--- src/rtl/present_sequence.sv ---
// present_sequence: plays a latched four-symbol button sequence on three one-hot LEDs
module present_sequence #(
    parameter int CLK_FREQUENCY = 100_000_000,
    parameter int ON_TIME_US    = 250_000,
    parameter int GAP_TIME_US   = 100_000
) (
    input  logic       clk,
    input  logic       reset,
    input  logic       start,
    input  logic       abort,
    input  logic [7:0] seq_in,
    output logic [2:0] leds_out,
    output logic [1:0] sym_idx,
    output logic       busy,
    output logic       done
);
    localparam int CPU     = CLK_FREQUENCY / 1_000_000;
    localparam int ON_CYC  = ON_TIME_US * CPU;
    localparam int GAP_CYC = GAP_TIME_US * CPU;
    localparam int MAX_CYC = ON_CYC > GAP_CYC ? ON_CYC : GAP_CYC;
    localparam int CW      = MAX_CYC > 1 ? $clog2(MAX_CYC) : 1;
    localparam logic [CW-1:0] ON_LAST  = CW'(ON_CYC - 1);
    localparam logic [CW-1:0] GAP_LAST = CW'(GAP_CYC - 1);
    localparam logic [1:0] IDLE = 2'd0;
    localparam logic [1:0] ON   = 2'd1;
    localparam logic [1:0] GAP  = 2'd2;
    localparam logic [1:0] DONE = 2'd3;
    logic [1:0]    state_q, state_d;
    logic [7:0]    seq_q, seq_d;
    logic [1:0]    idx_q, idx_d;
    logic [CW-1:0] cnt_q, cnt_d;
    logic [2:0]    leds_q, leds_d;
    logic          busy_q, busy_d;
    logic          done_q, done_d;
    logic [1:0]    sym_d;
    // Sequencer: abort wins over start; each slot is ON_CYC lit cycles then GAP_CYC dark cycles
    always_comb begin
        state_d = state_q;
        seq_d   = seq_q;
        idx_d   = idx_q;
        cnt_d   = cnt_q;
        if (abort) begin
            state_d = IDLE;
            idx_d   = 2'd0;
            cnt_d   = '0;
        end else begin
            case (state_q)
                ON: begin
                    cnt_d   = cnt_q == ON_LAST ? '0 : cnt_q + 1'b1;
                    state_d = cnt_q == ON_LAST ? GAP : ON;
                end
                GAP: begin
                    cnt_d   = cnt_q == GAP_LAST ? '0 : cnt_q + 1'b1;
                    state_d = cnt_q != GAP_LAST ? GAP : idx_q == 2'd3 ? DONE : ON;
                    idx_d   = cnt_q == GAP_LAST && idx_q != 2'd3 ? idx_q + 2'd1 : idx_q;
                end
                default: begin
                    if (start) begin
                        state_d = ON;
                        seq_d   = seq_in;
                        idx_d   = 2'd0;
                        cnt_d   = '0;
                    end
                end
            endcase
        end
    end
    // Outputs are decoded from the next state so they register alongside it, giving one-cycle start latency
    always_comb begin
        sym_d  = seq_d[{idx_d, 1'b0} +: 2];
        leds_d = state_d == ON && sym_d != 2'd3 ? 3'b001 << sym_d : 3'b000;
        busy_d = state_d == ON || state_d == GAP;
        done_d = state_d == DONE;
    end
    // State and output registers with synchronous reset taking priority over everything
    always_ff @(posedge clk) begin
        if (reset) begin
            state_q <= IDLE;
            seq_q   <= '0;
            idx_q   <= '0;
            cnt_q   <= '0;
            leds_q  <= '0;
            busy_q  <= 1'b0;
            done_q  <= 1'b0;
        end else begin
            state_q <= state_d;
            seq_q   <= seq_d;
            idx_q   <= idx_d;
            cnt_q   <= cnt_d;
            leds_q  <= leds_d;
            busy_q  <= busy_d;
            done_q  <= done_d;
        end
    end
    assign leds_out = leds_q;
    assign sym_idx  = idx_q;
    assign busy     = busy_q;
    assign done     = done_q;
endmodule

--- config.mk ---
export PLATFORM = sky130hd
export DESIGN_NAME = present_sequence
export DESIGN_NICKNAME = d
export VERILOG_FILES = /design/src/rtl/present_sequence.sv
export SDC_FILE = /design/constraint.sdc
export NUM_CORES = 1
export LEC_CHECK = 0
export ABC_AREA = 1
export CORE_MARGIN = 3
export CORE_UTILIZATION = 40
export CTS_BUF_LIST = sky130_fd_sc_hd__clkbuf_4 sky130_fd_sc_hd__clkbuf_8 sky130_fd_sc_hd__clkbuf_16
export CTS_CLUSTER_DIAMETER = 80
export CTS_CLUSTER_SIZE = 20
export DETAILED_ROUTE_END_ITERATION = 8
export GPL_TIMING_DRIVEN = 1
export PLACE_DENSITY_LB_ADDON = 0.2
export SKIP_LAST_GASP = 1
export SLEW_MARGIN = 5
export SYNTH_ARGS = -nofsm -noshare
export SYNTH_HDL_FRONTEND = slang
export SYNTH_SLANG_ARGS = --single-unit
export TNS_END_PERCENT = 30
--- constraint.sdc ---
create_clock -name clk -period 4.05 [get_ports clk]
set_clock_uncertainty 0.15 [all_clocks]
set_input_delay 0.405 -clock clk [delete_from_list [all_inputs] [get_ports clk]]
set_output_delay 0.405 -clock clk [all_outputs]
set_load 0.01 [all_outputs]
==> results by group, run 1 <==
Status
  – Status: complete, no violations

Setup path
  – Required @ worst endpoint: about 4.1 ns
  – Startpoint types: flop
  – WP data arrival: 2.46 ns
  – Critical Path Most Common Cell: nand2_1
  – Bufs and invs on worst path: 1
  – CP Class: flop to flop
  – Crit path largest cell delay: between 0.5 and 0.6 ns
  – Crit-path leading delay family: simple AND/OR/NAND/NOR gates
  – Crit. End Element: flop
  – Crit-path cells: inv_1 -> nor3_1 -> nand4_1 -> nor2_1 -> nand2_1 -> nand2_1 -> nand2_1 -> nand2_1 -> nand2_2 -> nand2_1 -> nor2_1
  – Maximum fanout along the worst path: 20
  – CP max-delay cell: nand2_1

Power
  – Gate power share: 11.7%
  – Sw frac: about 25%
  – Worst vdd ir: 0.0002080 V
  – Cell Pwr Density: between 300 and 400 mW/mm2
  – P_leak: approximately 1.1 nW
  – Clock share of power: between 30% and 40%
  – Tot Pwr: 851.8 uW
  – Sw Pwr: around 210 uW
  – Cell-internal power: approximately 640 uW
  – Seq pwr share: ~50%

Synthesis
  – Synthesized Nets: 376
  – Post-synth top area share: between 30% and 40%
  – Sequential area share after synthesis: 34.37%
  – Synth area leaders: dfxtp_1 34%, nor2_1 10%, nand2_1 10%
  – #FFs+latches synth: 42
  – Synth Area per Inst: a little under 7 um2
  – Yosys top cell by area: dfxtp_1
  – Synth Warn #: 0
  – Number of flops mapped to enable cells by yosys: 0
  – Cell variety after synth: 31
  – Post-synth ARST share: 0%
  – Primary FF master, synth: dfxtp_1
  – Netlist Area Pre-Place: approximately 0.0024 mm2
  – Gate count of the mapped netlist: about 360

Floorplanning
  – Die W: about 84 um
  – Die Y: 84.20 um
  – Core Box Area: between 0.005 and 0.006 mm2
  – Initial Utilization: a little over two fifths
  – Io pins: 19
  – DIE AREA: roughly 0.0071 mm2
  – Site Rows: 27

Route
  – Remaining DRCs: 0
  – DR iter-0 viols: between 200 and 250
  – Post-Route WL: 5.475 mm
  – Via Count: between 2,000 and 2,500
  – Drt pass-1 iters: 4
  – Wire per inst: about 12 um
  – Final ANT Viol Nets: 0
  – Via/cell ratio: about 5.0

Cells and area
  – Fin area: 0.002806 mm2
  – Share of cells above drive strength 1: between 10% and 20%
  – Final core occ: between 40 and 50%
  – Number of diodes: 0
  – Fin nets: 397
  – Area Growth Syn to Fin: 14.73%

STA
  – # setup viols final: 0
  – Fin. Hold Viols: 0
  – Setup TNS: 0 ns
  – Tmin final: approximately 2.5 ns
  – Max-slew headroom: about half
  – Slew of the pin with the lowest slew margin: between 0.7 and 0.8 ns
  – Slew Viols, Final: 0
  – Period utilization: approximately 61%
  – RSZ-0062 raised after global routing: no
  – Max Freq: 406.9 MHz
  – Setup WS post-layout: between 1.5 and 2 ns

Job
  – Max-Cap Viols: 0

Clock network
  – Clk_lat worst skew: 0.29 ns
  – CTS tree: yes
  – Clock slew at reported path FFs: 0.09 ns
  – PostCTS Resize Cnt: 0
  – Post-CTS Setup Inserts: 0
  – CTS H-tree depth: 2
  – Sink Count: 42
  – Root Driver: clkbuf_8
  – Hold buffer count at cts: 0
  – Cts bufs inserted: 5
  – Max Buffers Root-to-Sink: 2

Global routing
  – Total grt overflow: 0
  – First-pass GRT wire length: about 10 mm
  – Total GRT Usage: roughly 17%
  – Vias in the first global route: 2,223
  – Initial antenna violation count: 0
  – Largest net degree at the start of global routing: 21

Place
  – GP Congestion: 0.9267
  – HPWL Detailed: between 4 and 5 mm
  – Setup WS pre-CTS: approximately 1.4 ns
  – Cell area after placement: about 0.0027 mm2
  – I/O Buffers: 18

Hold path
  – Hold Path Class: flop to flop
-- routing by layer --
metal,vias up,track usage (%),wire [um]
li1,1183,-,-
met1,1009,23.94,2814
met2,48,25.04,2305
met3,9,2.944,245
met4,0,5.994,109
met5,-,0,0
-- state kept, by name, indices dropped and copies added (netlist names) --
| signal | flops |
|---|---|
| seq_q | 8 |
| done | 1 |
| state_q | 2 |
| busy | 1 |
| cnt_q | 25 |
| leds_out | 3 |
| sym_idx | 2 |
-- through the flow --
stage | hold slack (ns) | cells
4_1_cts | 0.3497 | 452
2_1_floorplan | 0.3061 | 358
3_5_place_dp | 0.3285 | 444
5_1_grt | 0.3792 | 452
3_3_place_gp | 0.3237 | 444
6_report | 0.3498 | 452
-- cell usage after synthesis, types with 2 or more instances --
cell,count
inv_1,43
nor3_1,8
nor4_1,4
nand2_2,12
nand4_1,10
xor2_1,8
inv_2,6
xnor2_1,2
o21ai_0,11
clkbuf_1,3
nor2_2,3
a21oi_1,4
buf_4,2
nor3_2,2
mux2i_1,6
nand2_1,65
nor2_4,3
nand3b_1,2
nor2_1,68
nand3_1,30
o21ai_1,2
nand2_4,3
ha_1,6
dfxtp_1,42
nand3_2,7
-- final cells by class --
cell class                 count  area (um2)
clock buffer                   5       68.82
clock inverter                 3       40.04
fill                         584        2903
inverter                      51       193.9
multi-input combinational    260        1385
sequential                    42       840.8
tap                           72       90.09
timing repair buffer          19       187.7
-- final timing paths --
kind                          start                endpoint  slack, ns  cells past startpoint
max          cnt_q[16]$_SDFFE_PP0P_  cnt_q[23]$_SDFFE_PP0P_       1.59                     11
min             seq_q[6]$_SDFF_PP0_     seq_q[6]$_SDFF_PP0_       0.35                      2
max reg2reg  cnt_q[16]$_SDFFE_PP0P_  cnt_q[23]$_SDFFE_PP0P_       1.59                     11
min reg2reg     seq_q[6]$_SDFF_PP0_     seq_q[6]$_SDFF_PP0_       0.35                      2
-- cell usage in the layout, fill, tap and decap left out, types with 3 or more instances in the layout --
master / count
xor2_1: 8
clkdlybuf4s50_1: 18
nor2_4: 3
ha_1: 6
nor2_1: 68
nand4_1: 10
nand2_2: 12
nor2_2: 3
nor4_1: 4
nand2_4: 3
nand3_1: 30
a21oi_1: 4
nand2_1: 65
nand3_2: 7
dfxtp_1: 42
inv_1: 43
clkbuf_8: 5
nor3_1: 8
o21ai_0: 11
mux2i_1: 6
inv_2: 6
-- power groups by stage --
stage                     clock [mW]  combinational, mW  sequential (mW)
after floorplan                    0             0.0669            0.435
after global routing           0.352              0.113            0.425
final                          0.328             0.0996            0.424
after CTS                      0.341              0.100            0.425
after global placement             0             0.0983            0.434
after detailed placement           0             0.0997            0.434
-- cells by family (layout without fill, tap and decap cells) --
| group | count (synthesis) | after routing | synth area share, % |
|---|---|---|---|
| buffers and inverters | 56 | 78 | 9.002 |
| xor gates and xnor gates | 10 | 10 | 3.581 |
| AOI/OAI and AO/OA | 18 | 18 | 3.836 |
| muxes | 6 | 6 | 2.455 |
| adders and majority gates | 6 | 6 | 3.069 |
| DFF | 42 | 42 | 34.37 |
| and+or+nand+nor | 220 | 220 | 43.68 |
-- worst min-delay path: stages, from the launching register on --
cell	delay, ns
dfxtp_1	0.31
mux2i_1	0.07
nor2_1	0.08
Note: power is estimated with default switching activity, not from simulation.
==> run 2: changes to the inputs <==
Clock period 4.05 ns to 2.3 ns, I/O delays scaled along.
==> run 2 against run 1 <==
Net effect:
- die area is the same
- register-to-register slack lost 1.4 ns
- clock-buffer cell count is the same
- core utilization grew 1.4 points
- fmax grew 17%
- final cell count grew 1.8%
- clock power grew 60%
- critical endpoint is now leds_out[0]$_SDFF_PP0_
- critical path type unchanged
- setup slack lost 1.4 ns
- design area grew 2.9%
- routed wire length grew 4.4%
==> results by group, run 2 (same netlist as run 1, synthesis figures left out) <==
Global routing
  – First-pass GRT wire length: 10.18 mm (+2.8%)
  – Vias in the first global route: 2,193 (-1.3%)
  – Total GRT Usage: 17.34% (+0.65 points)
  – Largest net degree at the start of global routing: 17 (-19%)
  – Initial antenna violation count: 0 (unchanged)
  – Total grt overflow: 0 (unchanged)

STA
  – Setup TNS: 0 ns (unchanged)
  – Setup WS post-layout: 0.1932 ns (-1.399 ns)
  – # setup viols final: 0 (unchanged)
  – RSZ-0062 raised after global routing: no
  – Slew of the pin with the lowest slew margin: 0.4481 ns (-0.2975 ns)
  – Max-slew headroom: 70.02% (+20 points)
  – Tmin final: 2.107 ns (-0.3508 ns)
  – Fin. Hold Viols: 0 (unchanged)
  – Max Freq: 474.7 MHz (+17%)
  – Slew Viols, Final: 0 (unchanged)
  – Period utilization: 91.60% (+31 points)

Cells and area
  – Area Growth Syn to Fin: 18.06%
  – Number of diodes: 0 (unchanged)
  – Filler Cells Inserted: 572 (-2.1%)
  – Fin area: 0.002888 mm2 (+2.9%)
  – Flip-flop count of the largest register after layout: 25 (unchanged)
  – Top reg by flops: cnt_q
  – Post-Layout Cell Count: 460 (+1.8%)
  – Final core occ: 50.58% (+1.4 points)
  – Most frequent cells in the layout: 65 x nand2_1, 65 x nor2_1, 43 x inv_1
  – Multi-input gate area: 0.001414 mm2 (+2.1%)
  – Share of cells above drive strength 1: 16.49% (+3.9 points)
  – Fin nets: 405 (+2.0%)
  – Register area: 843.3 um2 (+0.30%)

Place
  – Placed cells: 452 (+1.8%)
  – HPWL Detailed: 4.470 mm (+6.2%)
  – GP Congestion: 0.8848 (-4.5%)
  – I/O Buffers: 18 (unchanged)
  – Cell area after placement: 0.002758 mm2 (+2.2%)
  – Setup WS pre-CTS: 0.07653 ns (-1.363 ns)

Setup path
  – Maximum fanout along the worst path: 8 (-60%)
  – Crit. End Element: flop
  – Startpoint types: flop
  – Critical Path Most Common Cell: nand3_2
  – Crit path largest cell delay: 0.37 ns (-0.20 ns)
  – WP data arrival: 2.20 ns (-0.26 ns)
  – Crit-path cells: inv_1 -> ha_1 -> nand2_1 -> nor2_2 -> buf_6 -> mux2i_2 -> nand3_1 -> nand3_2 -> nand3_2 -> nor2_1
  – Required @ worst endpoint: 2.40 ns (-1.66 ns)
  – Crit path launch: state_q[0]$_SDFF_PP0_
  – FF-to-FF Start: state_q[0]$_SDFF_PP0_
  – CP max-delay cell: dfxtp_1
  – Crit-path leading delay family: simple AND/OR/NAND/NOR gates
  – Bufs and invs on worst path: 2 (+1)
  – CP Class: flop to flop

Job
  – Max-Cap Viols: 0 (unchanged)

Route
  – DR iter-0 viols: 186 (-9.3%)
  – Final ANT Viol Nets: 0 (unchanged)
  – Post-Route WL: 5.716 mm (+4.4%)
  – Remaining DRCs: 0 (unchanged)
  – Via Count: 2,245 (-0.18%)
  – Via/cell ratio: 4.880 (-1.9%)
  – Wire per inst: 12.43 um (+2.6%)
  – Drt pass-1 iters: 4 (unchanged)

Floorplanning
  – Initial Utilization: 42.84% (unchanged)
  – Core Box Area: 0.005709 mm2 (unchanged)
  – Die W: 84.20 um (unchanged)
  – Die Y: 84.20 um (unchanged)
  – Site Rows: 27 (unchanged)
  – Io pins: 19 (unchanged)
  – DIE AREA: 0.007090 mm2 (unchanged)

Power
  – Worst vdd ir: 0.0003168 V (+52%)
  – Cell Pwr Density: 507.5 mW/mm2 (+67%)
  – P_leak: 1.162 nW (+2.8%)

Clock network
  – Clock slew at reported path FFs: 0.10 ns (about the same)
  – Max Buffers Root-to-Sink: 2 (unchanged)
  – CTS tree: yes
  – Post-CTS Setup Inserts: 0 (unchanged)
  – Clk_lat worst skew: 0.30 ns (about the same)
  – Root Driver: clkbuf_8
  – CTS H-tree depth: 2 (unchanged)
  – Cts bufs inserted: 5 (unchanged)
  – Sink Count: 42 (unchanged)

Status
  – Status: complete, no violations

Hold path
  – HP Start: cnt_q[0]$_SDFFE_PP0P_
  – Hold Path Class: flop to flop
## run 2: worst paths after layout
check | slack, ns | cells after the start | end
setup / recovery | 0.19 | 10 | leds_out[0]$_SDFF_PP0_
hold / removal | 0.34 | 2 | cnt_q[0]$_SDFFE_PP0P_
setup reg to reg | 0.19 | 10 | leds_out[0]$_SDFF_PP0_
hold reg to reg | 0.34 | 2 | cnt_q[0]$_SDFFE_PP0P_
## run 2: what timing repair did
action,4_1_cts,5_1_grt
endpoints found under the setup margin,0,20
gates resized for setup,0,11
hold buffers,0,0
## run 2: cell type report
cell class	instances	area share, %
Clock buffer	5	2.383
Clock inverter	3	0.9099
Inverter	51	6.716
Multi-Input combinational cell	260	48.96
Sequential cell	42	29.20
Tap cell	72	3.120
Timing Repair Buffer	27	8.709
## run 2: through the flow
| stage | power (mW) | hold slack, ns |
|---|---|---|
| 3_5_place_dp | 0.9513 | 0.3446 |
| 2_1_floorplan | 0.8835 | 0.2470 |
| 6_report | 1.466 | 0.3408 |
| 5_1_grt | 1.533 | 0.3688 |
| 4_1_cts | 1.477 | 0.3631 |
| 3_3_place_gp | 0.9504 | 0.3279 |
## run 2: power by group
group / leakage (nW) / internal, mW / switching (mW)
Combinational: 0.772 / 0.0824 / 0.110
Clock: 0.0495 / 0.226 / 0.299
Sequential: 0.341 / 0.742 / 0.00632
## run 2: routing by layer
metal | track usage [%] | part of all wire (%) | routed length, um
met4 | 3.947 | 0.98 | 56
met2 | 27.91 | 45 | 2546
met5 | 0 | 0 | 0
met1 | 24.10 | 50 | 2880
met3 | 3.238 | 4.1 | 232
## run 2: worst min-delay path, delay by kind of cell (launching register included)
| kind | cells | cell delay [ns] |
|---|---|---|
| flops | 1 | 0.35 |
| compound gates | 1 | 0.05 |
| simple gates | 1 | 0.06 |
==> patch 1, RTL diff (settings of run 1) <==
Register the output `leds_out` once more, without a reset; this adds one clock of latency there. The other outputs are not delayed to match.
--- a/src/rtl/present_sequence.sv
+++ b/src/rtl/present_sequence.sv
@@ -93,5 +93,7 @@
         end
     end
-    assign leds_out = leds_q;
+    always_ff @(posedge clk) begin
+        leds_out <= leds_q;
+    end
     assign sym_idx  = idx_q;
     assign busy     = busy_q;
Check against the original RTL: not equivalent (a bounded check fails within 4 cycles, from zero or initial values and one cycle with reset high).
==> patch 1 against run 1 <==
- via count rose by 13%
- non-clock buffer count unchanged
- routed wire length is 19% higher
- sequential share of layout area rose by 0.053 points
- synthesized area grew 10%
- cell area grew 7.0%
- count of clock-buffer cells in the layout is the same
- clock power shrank 22%
- sequential cell count is 3 higher
- power fell by 3.6%
- synthesized cell count grew 13%
- worst setup slack got worse by 200 ps
- utilization down 2.4 points
- critical path type unchanged
- largest cell class unchanged
==> patch 1: results (changes against run 1) <==
[final_layout]
n_fill_cell = 662  ; +13%
final_layout_size_suffix_gt1_share_pct = 8.77  ; -3.9 points
fin_nets = 441  ; +11%

[pwr]
ir_worst_vdd_mv = 0.141  ; -32%
p_leak_nw = 1.18  ; +4.1%
switching_power_mw = 0.213  ; +1.7%

[global_route]
grt_max_degree = 17  ; -19%
grt_pass1_wl_microns = 11300  ; +14%
track_usage_pct = 18.4  ; +1.7 points
grt_pass1_vias = 2365  ; +6.4%
grt_antenna_before_repair = 0  ; unchanged

[min_path]
holdPathEnd = leds_out[2]
hp-class = flop to flop
hold_start = leds_q[2]
whs_path_depth = 0  ; -2

[detailed_routing]
drt_iter0_markers = 223  ; +8.8%
routed_wl_microns = 6490  ; +19%
vias = 2545  ; +13%
first_pass_iters = 5  ; +1

[critical_path]
r2r-end = leds_q[1]
cp.arrival_ps = 2740  ; +280 ps
path_max_fanout = 8  ; -60%
r2r_slack_ps = 1390  ; -200 ps
worstReg2RegStart = cnt_q[1]
r2r_cells = 14  ; +3

[clock_network]
cts_resized = 0  ; unchanged
cts_buffers = 5  ; unchanged
cts_root_buf = clkbuf_8
postCtsSetupBuffers = 0  ; unchanged
cts.htree.levels = 2  ; unchanged

[run_status]
status = finished, final reports clean

[yosys]
synth_common_cells = 84 x nand2_1, 53 x inv_1, 53 x nor2_1, 45 x dfxtp_1, 25 x nand3_1
synth_nets = 423  ; +13%
synth-seq-area-share_pct = 33.4  ; -0.93 points
yosysUniqueCellTypes = 30  ; -3.2%
ys_top_cells_by_area = dfxtp_1 33%, nand2_1 12%, inv_1 7.4%
synth_top_cell_by_area = dfxtp_1

[placed_design]
place_congestion = 0.953  ; +2.8%
dp_hpwl_microns = 5040  ; +20%

[timing]
tightest_slew_ps = 569  ; -177 ps

[patch 1: cell types whose count changed in the layout (fill, tap and decap cells not counted), sizes merged, moves of 4 or more]
cell	run 1	this run
a21oi	4	16
inv	50	58
nand2	80	99
nand3	37	26
nand3b	2	6
nand4	11	15
nor2	74	59
nor3	10	25
o21ai	13	19
[patch 1: kinds of logic after synthesis]
kind of cell | Yosys count | synth area share [%]
compound gates | 36 | 6.78
xor+xnor | 7 | 2.28
fa+ha+maj | 6 | 2.79
buf+inv | 68 | 10.2
flops | 45 | 33.4
mux | 6 | 2.23
simple gates | 237 | 42.3
[patch 1: stage by stage]
| stage | std cells | instance area, sq um | hold WS [ps] | utilization, % |
|---|---|---|---|---|
| after floorplan | 405 | 2690 | 160 | - |
| after global placement | 493 | 2930 | 164 | 45.6 |
| after detailed placement | 493 | 2930 | 162 | 45.6 |
| after CTS | 499 | 3000 | 183 | 46.7 |
| after global routing | 499 | 3000 | 187 | 46.7 |
| final | 499 | 3000 | 180 | 46.7 |
[patch 1: worst max-delay path by stage]
stage / end / slack [ps] / depth (start not counted) / startpoint
2_1_floorplan: leds_q[0] / 1920 / 14 / cnt_q[1]
3_3_place_gp: cnt_q[20] / 1500 / 13 / start
3_5_place_dp: cnt_q[20] / 1420 / 13 / start
4_1_cts: leds_q[1] / 1390 / 14 / cnt_q[1]
5_1_grt: leds_q[0] / 1070 / 14 / cnt_q[1]
6_report: leds_q[1] / 1390 / 14 / cnt_q[1]
[patch 1: cell type report]
class,instances,area [sq um],area share (%)
inverter,60,225,7.50
clock inverter,1,5.00,0.167
clock buffer,5,68.8,2.29
timing repair buffer,19,188,6.25
sequential,45,901,30.0
tap,77,96.3,3.21
multi-input combinational,292,1520,50.6
[patch 1: critical path, cell delays in order (launching register included)]
cell     delay, ps
dfxtp_1        390
ha_1           230
inv_1          120
nor2_8         180
nand4_1         90
nor2_1         120
nand4_1        200
o21ai_0        240
o21ai_0        130
nor2_1         170
ha_1           180
inv_1           40
nor2_1         120
nand3_1        130
nor2_1          90
[patch 1: power by group through the flow]
stage	clock network [mW]	registers [mW]	logic [mW]
4_1_cts	0.273	0.456	0.110
5_1_grt	0.290	0.458	0.124
3_3_place_gp	0	0.467	0.109
2_1_floorplan	0	0.468	0.0748
3_5_place_dp	0	0.467	0.110
6_report	0.256	0.456	0.109
[patch 1: per-layer routing]
metal / up-vias / routed length [microns] / share of wire (%) / GRT usage, %
li1: 1340 / - / - / -
met1: 1124 / 3250 / 50 / 26.4
met2: 72 / 2760 / 43 / 28.7
met3: 9 / 390 / 6.0 / 3.29
met4: 0 / 94 / 1.4 / 4.53
met5: - / 0 / 0 / 0
==> patch 2, RTL diff (config.mk and constraints of run 1) <==
Without the edit above. Set the parameter `GAP_TIME_US` to 200_000 (it was 100_000).
--- a/src/rtl/present_sequence.sv
+++ b/src/rtl/present_sequence.sv
@@ -3,5 +3,5 @@
     parameter int CLK_FREQUENCY = 100_000_000,
     parameter int ON_TIME_US    = 250_000,
-    parameter int GAP_TIME_US   = 100_000
+    parameter int GAP_TIME_US   = 200_000
 ) (
     input  logic       clk,
Formal check against the unedited RTL: no difference found for any inputs over 10 cycles, from zero or initial values and one cycle with reset high; that may be too few to reach the edited logic, so the function may still have changed.
==> patch 2 against run 1 <==
- synthesized area is 1.7% lower
- maximum frequency increased by 4.1%
- combinational power hardly changed
- cell area down 1.2%
- global-route usage fell by 1.2 points
- power up 9.6%
- critical endpoint is now leds_out[2]
- worst setup slack improved by 97 ps
- synthesized cell count fell by 4.7%
- via count fell by 5.6%
- highest routed layer unchanged
- non-clock buffer count is 1 lower
- routed wire length down 6.6%
- hold slack worse by 15 ps
- sequential cell count unchanged
==> patch 2: results (changes against run 1) <==
[critical_path]
path_max_fanout = 5  ; -75%
r2r_cells = 14  ; +3
r2r_slack_ps = 1690  ; +100 ps
crit_end = leds_out[2]
cp-startpoint = cnt_q[0]
critical-path-max-stage-delay_ps = 380  ; -190 ps
slowest_stage = dfxtp_1

[placed_design]
place_congestion = 0.906  ; -2.3%
dp_hpwl_microns = 3920  ; -7.0%
dp.cells = 424  ; -4.5%

[detailed_routing]
highest_layer = met4
wl_met1_microns = 2480  ; -12%
wl_met3_microns = 255  ; +4.1%
routedWlPerCell_microns = 11.8  ; -2.2%
vias = 2123  ; -5.6%
drt_iter0_markers = 122  ; -40%
met2_length_microns = 2270  ; -1.5%

[timing]
slew_headroom_pct = 60.2  ; +10 points

[final_layout]
n_fill_cell = 565  ; -3.3%
instances_no_fill = 432  ; -4.4%
fin_nets = 377  ; -5.0%
largest-register = cnt_q
final_layout_size_suffix_gt1_share_pct = 13.3  ; +0.70 points

[pwr]
p_leak_nw = 1.11  ; -1.5%
ir_worst_vdd_mv = 0.200  ; -3.8%

[yosys]
ys_top_cells_by_area = dfxtp_1 35%, nand2_1 10%, nor2_1 8.4%
ys.flop_type = dfxtp_1
synth_common_cells = 64 x nand2_1, 54 x nor2_1, 42 x dfxtp_1, 38 x inv_1, 23 x nand3_1
yosysUniqueCellTypes = 38  ; +23%
synth_nets = 359  ; -4.5%
netlist_instances = 341  ; -4.7%
synth-seq-area-share_pct = 35.0  ; +0.61 points

[run_status]
status = finished, final reports clean

[global_route]
track_usage_pct = 15.5  ; -1.2 points
grt_pass1_wl_microns = 8940  ; -9.7%
grt_max_degree = 26  ; +24%
grt_pass1_vias = 2016  ; -9.3%

[clock_network]
cts_resized = 0  ; unchanged

[min_path]
hp-class = flop to flop

==> patch 2: cell types whose count changed after synthesis, sizes merged, moves of 3 or more <==
| cell | before | now |
|---|---|---|
| xor2 | 8 | 3 |
| o21ai | 13 | 9 |
| inv | 50 | 42 |
| nor3 | 10 | 13 |
| buf | 2 | 5 |
| a21oi | 4 | 11 |
| o21a | 0 | 3 |
| nor2 | 74 | 62 |
| nand4 | 11 | 6 |
| nand3 | 37 | 28 |
| a211oi | 0 | 4 |
==> patch 2: logic make-up after synthesis <==
family,Yosys count,share of synthesized area [%]
simple gates,202,42.3
buf+inv,52,8.90
flops,42,35.0
compound gates,31,7.60
fa+ha+maj,6,3.12
xor+xnor,4,1.46
mux,4,1.67
==> patch 2: power breakdown <==
part,leakage (nW),total [mW],internal [mW],switching (mW)
clock network,0.0714,0.409,0.263,0.146
logic,0.701,0.0994,0.0400,0.0594
registers,0.340,0.425,0.422,0.00337
total,1.11,0.933,0.725,0.209
==> patch 2: routing by layer <==
layer  vias to the layer above  GRT usage, %
li1                       1132             -
met5                         -             0
met3                        12          3.46
met1                       931          20.3
met4                         0          6.58
met2                        48          24.3
==> patch 2: worst max-delay path: cells and delay by family (launching register included) <==
family	cells	cell delay (ps)
compound gates	1	60
fa+ha+maj	2	390
buf+inv	2	120
flops	1	380
simple gates	9	1200
==> patch 2: worst min-delay path by stage <==
stage	from	to	slack, ps	depth (start not counted)
floorplan	cnt_q[1]	cnt_q[1]	310	2
global placement	cnt_q[24]	cnt_q[24]	320	2
detailed placement	cnt_q[24]	cnt_q[24]	320	2
CTS	cnt_q[24]	cnt_q[24]	330	2
global route	cnt_q[24]	cnt_q[24]	370	2
finish	cnt_q[24]	cnt_q[24]	330	2
==> patch 2: area by class of cell <==
class	count	area [sq um]	area share (%)
inverter	45	170	6.14
multi-input combinational	247	1350	48.6
tap	72	90.1	3.25
sequential	42	841	30.3
clock buffer	6	82.6	2.98
timing repair buffer	18	180	6.50
clock inverter	2	60.1	2.17
==> patch 2: per-stage QoR <==
stage / cell area (sq um) / total power, mW / setup WS [ps] / hold slack, ps
3_5_place_dp: 2630 / 0.535 / 1670 / 321
5_1_grt: 2770 / 0.977 / 1380 / 368
6_report: 2770 / 0.933 / 1690 / 335
2_1_floorplan: 2400 / 0.506 / 2030 / 306
3_3_place_gp: 2630 / 0.534 / 1650 / 321
4_1_cts: 2770 / 0.947 / 1660 / 334
